<file path="config.mk">
export PLATFORM = sky130hd
export DESIGN_NAME = mfp_ahb_master_arbiter
export DESIGN_NICKNAME = d
export VERILOG_FILES = /design/src/rtl/mfp_ahb_master_arbiter.sv
export SDC_FILE = /design/constraint.sdc
export NUM_CORES = 1
export LEC_CHECK = 0
export BUFFER_PORTS_ARGS = -buffer_cell sky130_fd_sc_hd__buf_2
export CAP_MARGIN = 25
export CORE_AREA = 5 5 97 99
export DETAILED_ROUTE_END_ITERATION = 8
export DIE_AREA = 0 0 102 104
export HOLD_SLACK_MARGIN = 0.08
export SLEW_MARGIN = 20
export SYNTH_ARGS = -nofsm -noshare
export SYNTH_HDL_FRONTEND = slang
export SYNTH_SLANG_ARGS = --single-unit
</file>
<file path="constraint.sdc">
create_clock -name HCLK -period 2.6 [get_ports HCLK]
set_input_delay 0.52 -clock HCLK [delete_from_list [all_inputs] [get_ports HCLK]]
set_output_delay 0.52 -clock HCLK [all_outputs]
set_load 0.02 [all_outputs]
</file>
<file path="src/rtl/mfp_ahb_master_arbiter.sv">
// Two-master AHB-Lite arbiter: MIPS core (M0) and SREC loader (M1) share one slave bus.
// Ownership changes only at transfer boundaries; data-phase ownership routes HWDATA/HREADY/HRESP.
module mfp_ahb_master_arbiter #(
   parameter int unsigned CNT_W     = 16,
   parameter int unsigned DEFAULT_M = 0
) (
   input  logic              HCLK,
   input  logic              HRESETn,
   input  logic              loader_active,

   input  logic [31:0]       m0_HADDR,
   input  logic [1:0]        m0_HTRANS,
   input  logic              m0_HWRITE,
   input  logic [2:0]        m0_HSIZE,
   input  logic [2:0]        m0_HBURST,
   input  logic [3:0]        m0_HPROT,
   input  logic              m0_HMASTLOCK,
   input  logic [31:0]       m0_HWDATA,
   output logic              m0_HREADY,
   output logic              m0_HRESP,

   input  logic [31:0]       m1_HADDR,
   input  logic [1:0]        m1_HTRANS,
   input  logic              m1_HWRITE,
   input  logic [2:0]        m1_HSIZE,
   input  logic [2:0]        m1_HBURST,
   input  logic [3:0]        m1_HPROT,
   input  logic              m1_HMASTLOCK,
   input  logic [31:0]       m1_HWDATA,
   output logic              m1_HREADY,
   output logic              m1_HRESP,

   output logic [31:0]       s_HADDR,
   output logic [1:0]        s_HTRANS,
   output logic              s_HWRITE,
   output logic [2:0]        s_HSIZE,
   output logic [2:0]        s_HBURST,
   output logic [3:0]        s_HPROT,
   output logic              s_HMASTLOCK,
   output logic [31:0]       s_HWDATA,
   input  logic              s_HREADY,
   input  logic              s_HRESP,

   output logic              grant,
   output logic [CNT_W-1:0]  m1_xfer_count
);

   localparam logic DEF_M = 1'(DEFAULT_M);

   logic             grant_q,    grant_d;
   logic             dp_valid_q, dp_valid_d;
   logic             dp_owner_q, dp_owner_d;
   logic             last_q,     last_d;
   logic [CNT_W-1:0] cnt_q,      cnt_d;

   logic [1:0]       own_trans_c;
   logic             own_lock_c;
   logic             switch_c;
   logic             next_owner_c;
   logic             req0_c, req1_c;

   // Address/control mux follows the address-phase owner; write data follows the data-phase owner
   always_comb begin
      own_trans_c = grant_q ? m1_HTRANS    : m0_HTRANS;
      own_lock_c  = grant_q ? m1_HMASTLOCK : m0_HMASTLOCK;
      s_HADDR     = grant_q ? m1_HADDR     : m0_HADDR;
      s_HTRANS    = own_trans_c;
      s_HWRITE    = grant_q ? m1_HWRITE    : m0_HWRITE;
      s_HSIZE     = grant_q ? m1_HSIZE     : m0_HSIZE;
      s_HBURST    = grant_q ? m1_HBURST    : m0_HBURST;
      s_HPROT     = grant_q ? m1_HPROT     : m0_HPROT;
      s_HMASTLOCK = own_lock_c;
      s_HWDATA    = dp_owner_q ? m1_HWDATA : m0_HWDATA;
   end

   // Ready goes to the address owner, or to a non-owner still finishing its data phase
   always_comb begin
      m0_HREADY = 1'b0;
      m1_HREADY = 1'b0;
      m0_HRESP  = 1'b0;
      m1_HRESP  = 1'b0;
      if (!grant_q || (dp_valid_q && !dp_owner_q)) m0_HREADY = s_HREADY;
      if ( grant_q || (dp_valid_q &&  dp_owner_q)) m1_HREADY = s_HREADY;
      if (dp_valid_q && !dp_owner_q) m0_HRESP = s_HRESP;
      if (dp_valid_q &&  dp_owner_q) m1_HRESP = s_HRESP;
   end

   // Switch point detection and next-owner priority: loader, single requester, round-robin, default
   always_comb begin
      req0_c       = m0_HTRANS[1];
      req1_c       = m1_HTRANS[1];
      switch_c     = s_HREADY && (own_trans_c == 2'b00) && !own_lock_c;
      next_owner_c = DEF_M;
      if (loader_active && req1_c)  next_owner_c = 1'b1;
      else if (req0_c ^ req1_c)     next_owner_c = req1_c;
      else if (req0_c && req1_c)    next_owner_c = ~last_q;
   end

   // Next-state for grant, data-phase tracking, round-robin history and loader counter
   always_comb begin
      grant_d    = grant_q;
      dp_valid_d = dp_valid_q;
      dp_owner_d = dp_owner_q;
      last_d     = last_q;
      cnt_d      = cnt_q;
      if (s_HREADY) begin
         dp_valid_d = own_trans_c[1];
         dp_owner_d = grant_q;
         if (own_trans_c[1]) last_d = grant_q;
         if (grant_q && own_trans_c[1] && (cnt_q != {CNT_W{1'b1}}))
            cnt_d = cnt_q + CNT_W'(1);
      end
      if (switch_c) grant_d = next_owner_c;
   end

   // State registers; an in-flight data phase is dropped on reset
   always_ff @(posedge HCLK or negedge HRESETn) begin
      if (!HRESETn) begin
         grant_q    <= DEF_M;
         dp_valid_q <= 1'b0;
         dp_owner_q <= 1'b0;
         last_q     <= 1'b0;
         cnt_q      <= '0;
      end else begin
         grant_q    <= grant_d;
         dp_valid_q <= dp_valid_d;
         dp_owner_q <= dp_owner_d;
         last_q     <= last_d;
         cnt_q      <= cnt_d;
      end
   end

   assign grant         = grant_q;
   assign m1_xfer_count = cnt_q;

endmodule

</file>
==> summary.md <==
| Metric | Value |
|---|---|
| Status | complete, no violations |
| Grt ovf | 0 |
| Setup repair after global routing missed its margin | false |
| CP startpoint kind | flop |
| Post-synth top area share | 0.441 |
| HPWL Detailed | 8400 um |
| MaxCap Viol Count | 0 |
| # resized after CTS | 0 |
| Worst Max-Slew Pin Slew | roughly 0.56 ns |
| Worst hold slack | 0.213 ns |
| Core ar. | between 8000 and 9000 um2 |
| Routed WL per cell | 17.1 um |
| Root buf cell | clkbuf_8 |
| Pint | 1420 uW |
| Unique cell type count in the Yosys netlist | 32 |
| Setup total negative slack | 0 ns |
| Clock buffer depth | 2 |
| Port-buffer cells | 259 |
| #FFs+latches synth | 20 |
| Combinational share of power | 0.726 |
| GRT Util Overall | 0.165 |
| Post-synth EDFFs | 0 |
| Via-to-Cell Ratio | 4.44 |
| Final Skew | between 0.006 and 0.007 ns |
| Sw Ratio | 0.485 |
| Maximum number of pins on one net before global-route repair | 29 |
| Gpl congestion | around 0.91 |
| Worst vdd ir | 0.421 mV |
| # Post-CTS Setup Buffers | 0 |
| Ys Warns | 0 |
| Die span in y | 104 um |
| Later-pin clock latency in the skew report | 0.26 ns |
| Hold Buf Count CTS | 0 |
| DRT Pass-1 Iters | 4 |
| Syn_area_per_cell | around 10 um2 |
| Max Fclk | roughly 430 MHz |
| Critical Path Slowest Stage Cell | dfrtp_2 |
| Initial antenna violation count | 2 |
| Die width | 102 um |
| Final nets | 608 |
| Largest area contributor in the netlist | mux2_2 |
| Row cnt | 34 |
| Critical Path RT | about 2.1 ns |
| Wire length of the first global-routing pass | 13,900 um |
| Final wirelength | ~9400 um |
| CTS tree | built |
| CP Cell Sequence | buf_12 > mux2_2 > buf_2 |
| Drt initial violations | roughly 50 |
| Mapped Nets | 352 |
| Crit path max fanout | 28 |
| Vias in the first global route | 2,614 |
| Die area | between 10,000 and 15,000 um2 |
| Final min period | 2.31 ns |
| # fillers | 872 |
| Area growth syn-to-layout | 74.9% |
| H-Tree Depth | 1 |
| Mapped cell area | between 1500 and 2000 um2 |
| Top FF cell, synth | dfrtp_1 |
| Register area share after synthesis | 0.255 |
| Sw power | between 1000 and 1500 uW |
| Hold Vio Cnt, Final | 0 |
| DRC | 0 |
| Leakage power | approximately 0.0019 uW |
| # IOs | 260 |
| # setup viols final | 0 |
| Share of cells above drive strength 1 | 0.791 |
| CP arrival | about 1.8 ns |
| Antenna diodes | 0 |
| Commonest cells after routing, fill and taps aside | 259 x buf_2, 77 x mux2_2, 19 x dfrtp_1 |
| Relative slew slack | 0.623 |
| Crit-path max cell delay | approximately 0.74 ns |
| Clock Power Share | 0.087 |
| Sinks on Clock Net | 20 |
| Async S/R FF share, synth | 1.00 |
| Worst-path clk slew | ~0.08 ns |
| Period utilization | 0.887 |
| Cts bufs inserted | 3 |
| DR vias | 2,452 |
| PD cells | ~800 nW/um2 |
| Most common cell after layout, fill and taps aside | buf_2 |
| Setup CP Type | reg -> out |
| Dominant cells by area after synthesis | mux2_2 44%, dfrtp_1 25%, xor2_1 3.1%, xnor2_1 2.7%, mux2_4 2.3% |
| Slew Limit Fails | 0 |
| Power share of the sequential group | 0.187 |
| Post-DRT Antenna Nets | 0 |
| Post-Synthesis Cells | 189 |
| HP Class | in -> async |
| Worst setup EP type | output port |
| Initial core utilization | 0.232 |
metal layers:
layer	global-route usage	vias to the layer above	routed length [um]
li1	-	1202	-
met1	0.190	1117	3500
met4	0.0281	4	121
met3	0.0496	14	860
met2	0.299	115	4920
met5	0	-	27
metrics by stage:
stage / setup slack, ns / instance area (um2) / instances / power, uW / utilization
6_report: 0.295 / 3440 / 552 / 2750 / 0.406
4_1_cts: 0.272 / 3440 / 552 / 2790 / 0.406
3_5_place_dp: 0.560 / 3380 / 548 / 2540 / 0.400
3_3_place_gp: 0.577 / 3380 / 548 / 2520 / 0.400
2_1_floorplan: 0.495 / 1970 / 189 / 1850 / -
5_1_grt: 0.217 / 3440 / 552 / 2910 / 0.406
area by class of cell:
class	instances	area, um2	area share
multi-input cells	154	1400	0.407
repair buffers	262	1330	0.387
flip-flops and latches	20	502	0.146
well taps	108	135	0.0393
clock buffers	4	55.1	0.0160
inverters	4	15.0	0.00437
path summary, 6_finish.rpt:
kind / slack, ns / end / cells past startpoint / start
max: 0.29 / s_HSIZE[0] / 3 / grant$_DFFE_PN0P_
min: 0.21 / m1_xfer_count[1]$_DFFE_PN0P_ / 1 / HRESETn
max reg2reg: 0.58 / grant$_DFFE_PN0P_ / 4 / grant$_DFFE_PN0P_
min reg2reg: 0.50 / m1_xfer_count[9]$_DFFE_PN0P_ / 1 / m1_xfer_count[9]$_DFFE_PN0P_
max in group asynchronous: 2.03 / grant$_DFFE_PN0P_ / 1 / HRESETn
min in group HCLK: 0.50 / m1_xfer_count[9]$_DFFE_PN0P_ / 1 / m1_xfer_count[9]$_DFFE_PN0P_
power by group through the flow:
stage	registers [uW]	clock network (uW)	logic (uW)
5_1_grt	536	264	2110
2_1_floorplan	465	0	1390
6_report	515	240	2000
4_1_cts	518	252	2020
3_5_place_dp	524	0	2020
3_3_place_gp	520	0	2000
registers in the layout (all words and copies together) (netlist names):
name and count:
m1_xfer_count 16, dp_owner_q 1, dp_valid_q 1, grant 1, last_q 1
Yosys cell counts, drive strengths merged, types with 4 or more instances:
master	instances
clkbuf	7
nand2	11
xnor2	6
a21oi	7
nor2	10
xor2	7
mux2	80
nand4	6
nand3	4
nor4	4
buf	4
dfrtp	20
inv	4
critical path: cells and delay by family, from the launching register on:
family | cells | cell delay [ns]
DFF | 1 | 0.74
buffers and inverters | 2 | 0.42
muxes | 1 | 0.36
kinds of logic after synthesis:
| kind of cell | count (synthesis) | share of synthesized area |
|---|---|---|
| multiplexers | 81 | 0.469 |
| buffers and inverters | 15 | 0.0331 |
| flip-flops | 20 | 0.255 |
| XOR/XNOR | 13 | 0.0579 |
| adder cells (fa/ha/maj) | 2 | 0.0127 |
| AND/OR/NAND/NOR | 46 | 0.134 |
| AO/OA/AOI/OAI | 12 | 0.0388 |
No activity file was read; power rests on OpenSTA's default activity.
